**src/rtl/commit_trace_sequencer.sv**
```systemverilog
// Retire-to-trace sequencer: buffers up to two retiring instructions per cycle in an
// in-order FIFO and replays them one per cycle on the commit trace port.
module commit_trace_sequencer #(
    parameter int DEPTH = 4
) (
    input  logic        clk,
    input  logic        reset,
    input  logic        in_valid_0,
    input  logic        in_valid_1,
    input  logic [31:0] in_pc_0,
    input  logic [31:0] in_pc_1,
    input  logic [31:0] in_instr_0,
    input  logic [31:0] in_instr_1,
    input  logic        in_wen_0,
    input  logic        in_wen_1,
    input  logic [4:0]  in_waddr_0,
    input  logic [4:0]  in_waddr_1,
    input  logic [31:0] in_wdata_0,
    input  logic [31:0] in_wdata_1,
    output logic        in_ready,
    input  logic        drain_en,
    output logic        io_commit_valid,
    output logic [31:0] io_commit_pc,
    output logic [31:0] io_commit_instr,
    output logic        io_commit_wen,
    output logic [4:0]  io_commit_waddr,
    output logic [31:0] io_commit_wdata,
    output logic [31:0] ninstr,
    output logic        overflow_err,
    output logic        order_err
);
    localparam int AW = $clog2(DEPTH);
    localparam int CW = AW + 1;
    localparam logic [CW-1:0] DEPTH_C = CW'(DEPTH);

    typedef struct packed {
        logic [31:0] pc;
        logic [31:0] instr;
        logic        wen;
        logic [4:0]  waddr;
        logic [31:0] wdata;
    } entry_t;

    entry_t        mem_q [DEPTH];
    entry_t        lane0, lane1;
    entry_t        out_q, out_d;
    logic          valid_q, valid_d;
    logic [AW-1:0] wptr_q, wptr_d, rptr_q, rptr_d;
    logic [CW-1:0] count_q, count_d;
    logic [31:0]   ninstr_q, ninstr_d;
    logic          overflow_q, overflow_d, order_q, order_d;
    logic          push0, push1, pop;

    // Ready looks only at the registered occupancy, so a pop this cycle cannot help.
    assign in_ready = (DEPTH_C - count_q) >= CW'(2);

    always_comb begin
        lane0 = '{pc: in_pc_0, instr: in_instr_0, wen: in_wen_0 && (in_waddr_0 != 5'd0),
                  waddr: in_waddr_0, wdata: in_wdata_0};
        lane1 = '{pc: in_pc_1, instr: in_instr_1, wen: in_wen_1 && (in_waddr_1 != 5'd0),
                  waddr: in_waddr_1, wdata: in_wdata_1};

        push0 = in_ready && in_valid_0;
        push1 = in_ready && in_valid_0 && in_valid_1;
        pop   = (count_q != '0) && drain_en;

        wptr_d  = wptr_q + AW'(push0) + AW'(push1);
        rptr_d  = rptr_q + AW'(pop);
        count_d = count_q + CW'(push0) + CW'(push1) - CW'(pop);

        valid_d  = pop;
        out_d    = pop ? mem_q[rptr_q] : out_q;
        ninstr_d = ninstr_q + 32'(pop);

        overflow_d = overflow_q || (!in_ready && (in_valid_0 || in_valid_1));
        order_d    = order_q || (in_valid_1 && !in_valid_0);
    end

    // Storage needs no reset; occupancy alone decides what is valid.
    always_ff @(posedge clk) begin
        if (push0) mem_q[wptr_q] <= lane0;
        if (push1) mem_q[wptr_q + AW'(1)] <= lane1;
    end

    always_ff @(posedge clk) begin
        if (reset) begin
            wptr_q     <= '0;
            rptr_q     <= '0;
            count_q    <= '0;
            valid_q    <= 1'b0;
            out_q      <= '0;
            ninstr_q   <= '0;
            overflow_q <= 1'b0;
            order_q    <= 1'b0;
        end else begin
            wptr_q     <= wptr_d;
            rptr_q     <= rptr_d;
            count_q    <= count_d;
            valid_q    <= valid_d;
            out_q      <= out_d;
            ninstr_q   <= ninstr_d;
            overflow_q <= overflow_d;
            order_q    <= order_d;
        end
    end

    assign io_commit_valid = valid_q;
    assign io_commit_pc    = out_q.pc;
    assign io_commit_instr = out_q.instr;
    assign io_commit_wen   = out_q.wen;
    assign io_commit_waddr = out_q.waddr;
    assign io_commit_wdata = out_q.wdata;
    assign ninstr          = ninstr_q;
    assign overflow_err    = overflow_q;
    assign order_err       = order_q;
endmodule

```
**config.mk**
```make
export PLATFORM = sky130hd
export DESIGN_NAME = commit_trace_sequencer
export DESIGN_NICKNAME = d
export VERILOG_FILES = /design/src/rtl/commit_trace_sequencer.sv
export SDC_FILE = /design/constraint.sdc
export NUM_CORES = 1
export LEC_CHECK = 0
export ABC_CLOCK_PERIOD_IN_PS = 9140
export BUFFER_PORTS_ARGS = -buffer_cell sky130_fd_sc_hd__buf_4
export CAP_MARGIN = 10
export CORE_ASPECT_RATIO = 0.6
export CORE_MARGIN = 2
export CORE_UTILIZATION = 47
export DETAILED_ROUTE_END_ITERATION = 6
export GPL_TIMING_DRIVEN = 1
export HOLD_SLACK_MARGIN = 0.12
export PLACE_DENSITY = 0.77
export SETUP_SLACK_MARGIN = 0.5
export SLEW_MARGIN = 20
export SYNTH_ARGS = -nofsm -noshare
export SYNTH_HDL_FRONTEND = slang
export SYNTH_SLANG_ARGS = --single-unit
```
**constraint.sdc**
```tcl
create_clock -name clk -period 9.14 [get_ports clk]
set_input_delay 0.457 -clock clk [delete_from_list [all_inputs] [get_ports clk]]
set_output_delay 0.457 -clock clk [all_outputs]
set_load 0.01 [all_outputs]
```
==> results of run 1 <==
registers in the layout, indices dropped and copies added, names as in the netlist:
name	count
io_commit_valid	1
mem_q	408
count_q	3
io_commit_wdata	32
order_err	1
wptr_q	2
io_commit_wen	1
io_commit_instr	32
io_commit_pc	32
io_commit_waddr	5
rptr_q	2
overflow_err	1
ninstr	32
cell usage in the layout, fill, tap and decap left out, types with 2 or more instances in the layout:
cell type,n
a21oi_1,120
and2_1,2
and3_1,3
and4_1,9
buf_4,370
bufinv_16,6
clkbuf_1,7
clkbuf_16,53
clkbuf_8,7
clkinv_1,2
clkinv_2,13
clkinv_4,2
clkinvlp_4,4
dfxtp_1,142
dfxtp_4,2
diode_2,2
edfxtp_1,408
ha_1,9
inv_1,9
inv_6,2
mux2_2,326
mux2_4,79
mux2i_1,4
mux4_2,102
nand2_1,212
nand3_1,9
nand4_1,15
nor2_1,23
nor2b_1,6
o21ai_0,12
o31ai_1,7
or3_1,10
or4_1,9
xnor2_1,7
xor2_1,12
cell type report:
cell class | instances | area [um^2]
Tap cell | 703 | 880
Timing Repair Buffer | 370 | 2780
Clock buffer | 67 | 1450
Clock inverter | 30 | 329
Fill cell | 4231 | 22700
Antenna cell | 2 | 5.00
Inverter | 10 | 40.0
Multi-Input combinational cell | 991 | 9670
Sequential cell | 552 | 15100
worst max-delay path: cells and delay by family, from the launching register on:
kind                     cells  cell delay (ns)
buffers and inverters        4             1.63
adder cells (fa/ha/maj)      2             0.48
multiplexers                 1             0.43
flip-flops                   1             0.38
AND/OR/NAND/NOR              3             0.83
metrics by stage:
stage	std cells	worst slack (ns)	utilization [%]	hold slack [ns]	cell area, um^2
after CTS	2723	5.03	57.1	0.166	30300
after floorplan	1667	2.36	-	0.481	25400
after detailed placement	2626	5.04	53.8	0.447	28500
after global routing	2723	4.92	57.1	0.166	30300
final	2725	5.05	57.1	0.196	30300
after global placement	2626	5.20	53.8	0.442	28500
final timing paths:
kind                              to  slack [ns]               start  depth (start not counted)
setup / recovery        mem_q[0][83]        5.05          count_q[1]                         10
hold / removal          mem_q[3][28]        0.20      in_wdata_0[28]                          2
setup reg to reg        mem_q[0][83]        5.05          count_q[1]                         10
hold reg to reg   io_commit_instr[4]        0.46  io_commit_instr[4]                          2
layer usage:
metal	GRT usage, %	vias to the layer above
li1	-	6999
met3	4.09	116
met5	0	-
met1	30.1	7973
met2	38.1	502
met4	6.55	2
cells in the mapped netlist (12+ instances only):
library cell    n  area, um^2
nand4_1        15        93.8
mux2_2        326        3670
o21ai_0        12        60.1
mux4_2        102        2300
buf_1          14        52.6
buf_2          33         165
nand2_1       212         796
dfxtp_1       144        2880
edfxtp_1      408       12300
nor2_1         24        90.1
buf_6          17         191
xor2_1         12         105
clkbuf_1       40         150
mux2_4         79        1190
a21oi_1       121         606
logic make-up after synthesis:
| kind of cell | synth area share [%] |
|---|---|
| AND/OR/NAND/NOR | 5.46 |
| multiplexers | 28.3 |
| buffers and inverters | 2.64 |
| adder cells (fa/ha/maj) | 0.522 |
| flip-flops | 59.5 |
| XOR/XNOR | 0.655 |
| AO/OA/AOI/OAI | 2.89 |
power by group through the flow:
stage	sequential [W]	combinational, W	clock [W]
2_1_floorplan	0.00372	0.00144	0
3_3_place_gp	0.00367	0.00218	0
3_5_place_dp	0.00370	0.00222	0
4_1_cts	0.00365	0.00223	0.00231
5_1_grt	0.00370	0.00237	0.00241
6_report	0.00364	0.00220	0.00227
==> results.md, run 1 <==
- Status: finished, final reports clean
- Gpl congestion: 0.820
- Highest Signal Layer: met5
- Share of power burned in registers: 44.9%
- Final min period: 4.09 ns
- Cell Chain, Critical Path: inv_1 > ha_1 > ha_1 > or3b_1 > nand2_4 > inv_1 > nand4_1 > buf_4 > buf_4 > mux2_2
- Metal-1 WL: 27400 um
- Setup Fix Bufs, Post-CTS: 0
- FMAX: 245 MHz
- Skew-Pair Late Insertion Delay: 0.58 ns
- Post-Syn Area: 25400 um^2
- Switch Pwr: 0.00238 W
- Reg clk slew, reported paths: 0.07 ns
- Slew headroom: 26.3%
- Hold buffers post-CTS: 0
- Combinational power share: 27.1%
- Crit Path Category: reg -> reg
- DR WL met3: 3950 um
- CP Capture Type: register
- Top_reg_cell synth: edfxtp_1
- P&R area growth vs syn: 19.2%
- CTS Root Cell: clkbuf_16
- Routed WL: 64100 um
- Starting Density: 47.9%
- Maximum VDD drop: 0.193 mV
- DP Wirelength: 38900 um
- Core area: 53000 um^2
- Critical path required time: 9.46 ns
- IO Count: 347
- Port bufs: 346
- Synthesis Warnings: 0
- CTS sink count: 552
- H-tree Lvls: 2
- Critical path's slowest cell: buf_4
- Nets: 2196
- Crit path max fanout: 52
- Max stage delay on crit path: 0.78 ns
- Switching share of power: 29.4%
- Post-synthesis sequential area ratio: 59.5%
- Synth Instances: 1667
- Fin. Hold Viols: 0
- Clock Power Share: 27.9%
- Final Power: 0.00811 W
- Chip Height: 184 um
- Total negative setup slack: 0 ns
- Row count: 65
- FFs w/ async S/R, synth: 0%
- Total CTS buffers: 52
- Gr ovfl total: 0
- Post-Syn Nets: 1886
- 1st-iter DRT viols: 1069
- Worst-margin pin slew: 1.11 ns
- Cell Pwr Density: 268 nW/um^2
- CTS tree: done
- Total track usage: 22.6%
- Die ar.: 56000 um^2
- Max-slew violations: 0
- Routed len/inst: 23.5 um
- Clk_skew: 0.0155 ns
- Leak pwr: 11.0 nW
- DRC violations left: 0
- Clock buffer depth: 3
- Worst min path class: in -> reg
- Final setup violating endpoints: 0
- Antenna Nets Post-Route: 0
- Tcrit/Tclk final: 44.7%
- Vias in the first global route: 16200
- Average size of a mapped cell: 15.3 um^2
- Vias per cell: 5.72
- DIE WIDTH: 304 um
- Antenna violations before repair: 3
- Post-synth EDFFs: 408
- Arr. time, crit path: 4.41 ns
- Routed length on met2: 31000 um
- Startpoint types: register
- Pint: 0.00573 W
- #FFs+latches synth: 552
- RSZ-0062 raised after global routing: false
- Yosys cell types: 40
- Share of cells above drive strength 1: 48.5%
- 1st-pass router iterations: 5
- First-pass GRT wire length: 97200 um
- Resize count post-CTS: 0
- Vias post-DR: 15600
- Largest net degree at the start of global routing: 63
- Maxcap violations: 0
Note: power is estimated with default switching activity, not from simulation.
==> run 2, diff against run 1 <==
Settings changed: ABC_AREA set to 1, ABC_CLOCK_PERIOD_IN_PS 9140 to 4100, PLACE_DENSITY 0.77 to 0.74.
Clock period 9.14 ns to 4.1 ns, I/O delays scaled along.
==> run 2 against run 1 <==
Non-clock buffer count up 305. Register-to-register slack worse by 4.1 ns. Fmax up 28%. Critical path depth up 1. Sequential power up 130%. Sequential cell count unchanged. Clock skew up 0.0043 ns. Die area up 2.0%. Hold slack worse by 0.033 ns. Global-route usage up 2.6 points. Largest cell class unchanged.
==> results.md, run 2 <==
- Status: finished, final reports clean
- P&R area growth vs syn: 29.9%
- Leak pwr: 14.5 nW (+31%)
- Synth Instances: 3007 (+80%)
- FFs w/ async S/R, synth: 0% (unchanged)
- First-pass GRT wire length: 114000 um (+17%)
- Share of cells above drive strength 1: 13.3% (-35 points)
- Starting Density: 47.8% (-0.19 points)
- Fin worst setup slack: 0.912 ns (-4.14 ns)
- DP Wirelength: 40500 um (+4.1%)
- Antenna Nets Post-Route: 0 (unchanged)
- Adder-cell share of the synthesized area: 0.511% (-0.011 points)
- Total CTS buffers: 53 (+1.9%)
- CP Launch Point: count_q[1]
- Area leader, netlist: edfxtp_1
- Most numerous cell on the critical path: ha_4
- Average size of a mapped cell: 8.63 um^2 (-43%)
- CTS tree: done
- Port bufs: 346 (unchanged)
- Total negative setup slack: 0 ns (unchanged)
- Tcrit/Tclk final: 77.8% (+33 points)
- Clock buffer depth: 3 (unchanged)
- Simple-gate area share of the yosys netlist: 16.7% (+11 points)
- 1st-iter DRT viols: 2244 (+110%)
- 1st-pass router iterations: 6 (+1)
- Skew-Pair Late Insertion Delay: 0.58 ns (about the same)
- Gpl congestion: 0.939 (+14%)
- Vias post-DR: 22400 (+44%)
- Reg with most FFs: mem_q
- #FFs+latches synth: 552 (unchanged)
- Max stage delay on crit path: 0.56 ns (-0.22 ns)
- R2R Path Start: count_q[1]
- Post-synthesis sequential area ratio: 58.3% (-1.2 points)
- CTS sink count: 552 (unchanged)
- Row count: 66 (+1.5%)
- Cell Pwr Density: 590 nW/um^2 (+120%)
- Clock Power Share: 25.2% (-2.7 points)
- Gr ovfl total: 0 (unchanged)
- Synthesis Warnings: 0 (unchanged)
- Post-synth EDFFs: 408 (unchanged)
- Antenna violations before repair: 5 (+2)
- Chip Height: 186 um (+1.0%)
- Synth Area in Compound Gates: 16.5% (+14 points)
- Max-slew violations: 0 (unchanged)
- Routed WL: 73000 um (+14%)
- Synth Area in XOR/XNOR: 0.270% (-0.38 points)
- Pint: 0.0129 W (+130%)
- Fin. Hold Viols: 0 (unchanged)
- Min Hold Slack: 0.163 ns (-0.0329 ns)
- Maximum VDD drop: 0.418 mV (+120%)
- Switching share of power: 34.9% (+5.5 points)
- Final setup violating endpoints: 0 (unchanged)
- CP Capture Type: register
- DIE WIDTH: 307 um (+1.0%)
- Combinational power share: 32.7% (+5.6 points)
- Routed len/inst: 17.0 um (-28%)
- Dominant cell by count in the synthesized netlist: o21ai_0
- Post-Syn Area: 25900 um^2 (+2.1%)
- H-tree Lvls: 2 (unchanged)
- Commonest cells post-synth: o21ai_0 (647), nor2_1 (595), nand2_1 (502)
- Reg clk slew, reported paths: 0.06 ns (about the same)
- Nets: 3764 (+71%)
- Most frequent cells in the layout: o21ai_0 (647), nor2_1 (594), nand2_1 (499)
- Yosys top cell area share: 47.2% (-0.98 points)
- Critical path required time: 4.44 ns (-5.02 ns)
- Worst-margin pin slew: 1.04 ns (-0.0684 ns)
- RSZ-0062 raised after global routing: false
- Die ar.: 57200 um^2 (+2.0%)
- Yosys cell types: 34 (-15%)
- Mux contribution to synthesized area: 0% (-28 points)
- Hold wc startpoint: reset
- Cell Chain, Critical Path: inv_2 > ha_4 > ha_4 > nand3_4 > nand2_4 > nor2_8 > nand2_8 > buf_4 > nand2_1 > o21ai_0 > dlygate4sd3_1
- Arr. time, crit path: 3.52 ns (-0.89 ns)
- IO Count: 347 (unchanged)
- Top_reg_cell synth: edfxtp_1
- Vias in the first global route: 21300 (+32%)
- Resize count post-CTS: 0 (unchanged)
- Final min period: 3.19 ns (-0.901 ns)
- Largest family of logic cells by synthesized area: simple AND/OR/NAND/NOR gates
- Most common cell after layout, fill and taps aside: o21ai_0
- Largest net degree at the start of global routing: 205 (+230%)
- Share of power burned in registers: 42.1% (-2.8 points)
- Worst min path class: in -> reg
- DRC violations left: 0 (unchanged)
- Slew headroom: 30.8% (+4.6 points)
- Final Non-Filler Cells: 4308 (+58%)
- WP buf/inv: 3 (-1)
- Pre-CTS WS: 1.13 ns (-3.92 ns)
- Core area: 54300 um^2 (+2.5%)
- CP delay by family, top: buffers and inverters
- Switch Pwr: 0.00695 W (+190%)
- CTS Root Cell: clkbuf_16
- FMAX: 314 MHz (+28%)
- Total track usage: 25.2% (+2.6 points)
- Startpoint types: register
- Clk_skew: 0.0199 ns (+0.00433 ns)
- Crit Path Category: reg -> reg
- Vias per cell: 5.20 (-9.1%)
- Critical path's slowest cell: dlygate4sd3_1
- Largest register FFs: 408 (unchanged)
- Post-Syn Nets: 3226 (+71%)
- Maxcap violations: 0 (unchanged)
- Largest cells by area after synthesis: edfxtp_1 (47%), o21ai_0 (12%), dfxtp_1 (11%), nor2_1 (8.6%), nand2_1 (7.3%)
- Crit path max fanout: 127 (+140%)
- Inst Count DP: 3898 (+48%)
-- run 2: changes by cell type in the layout (fill, tap and decap cells not counted), sizes merged, moves of 102 or more --
| cell | previous run | this run |
|---|---|---|
| inv | 13 | 264 |
| mux2 | 405 | 0 |
| o21ai | 12 | 821 |
| nand2 | 213 | 506 |
| dlygate4sd3 | 0 | 306 |
| mux4 | 102 | 0 |
| nor2 | 24 | 599 |
-- run 2: cell type report --
class                           count  area [um^2]
Timing Repair Buffer              675         5950
Multi-Input combinational cell   2002         8960
Sequential cell                   552        15100
Inverter                          261          992
Clock inverter                     26          236
Clock buffer                       73         1530
Antenna cell                        5         12.5
Tap cell                          714          893
Fill cell                        4435        20600
-- run 2: kinds of logic after synthesis --
family / Yosys count
buffers and inverters: 453
adder cells (fa/ha/maj): 10
AND/OR/NAND/NOR: 1132
AO/OA/AOI/OAI: 852
flip-flops: 552
XOR/XNOR: 8
-- run 2: metrics by stage --
stage | instance area (um^2) | utilization, % | power (W)
4_1_cts | 33700 | 62.0 | 0.0199
3_5_place_dp | 28900 | 53.1 | 0.0145
2_1_floorplan | 26000 | - | 0.0123
5_1_grt | 33700 | 62.0 | 0.0211
6_report | 33700 | 62.0 | 0.0199
3_3_place_gp | 28900 | 53.1 | 0.0144
-- run 2: layer usage --
layer  GRT usage, %  routed length (um)
met5              0                   0
met2           41.9               34600
met1           34.3               31700
met4           7.69                1720
met3           3.67                5040
-- run 2: power groups by stage --
stage	logic [W]	registers (W)	clock network [W]
finish	0.00650	0.00838	0.00501
global route	0.00731	0.00851	0.00528
CTS	0.00647	0.00838	0.00507
global placement	0.00593	0.00846	0
floorplan	0.00379	0.00851	0
detailed placement	0.00604	0.00849	0
-- run 2: path summary, 6_finish.rpt --
path	slack (ns)	to	depth (start not counted)
setup / recovery	0.91	mem_q[3][30]	11
hold / removal	0.16	ninstr[12]	2
setup reg to reg	0.91	mem_q[3][30]	11
hold reg to reg	0.47	overflow_err	1
-- run 2: repair_timing --
action / CTS / global route
buffers inserted: 0 / 0
hold endpoints to repair: 407 / 0
hold buffers: 306 / 0
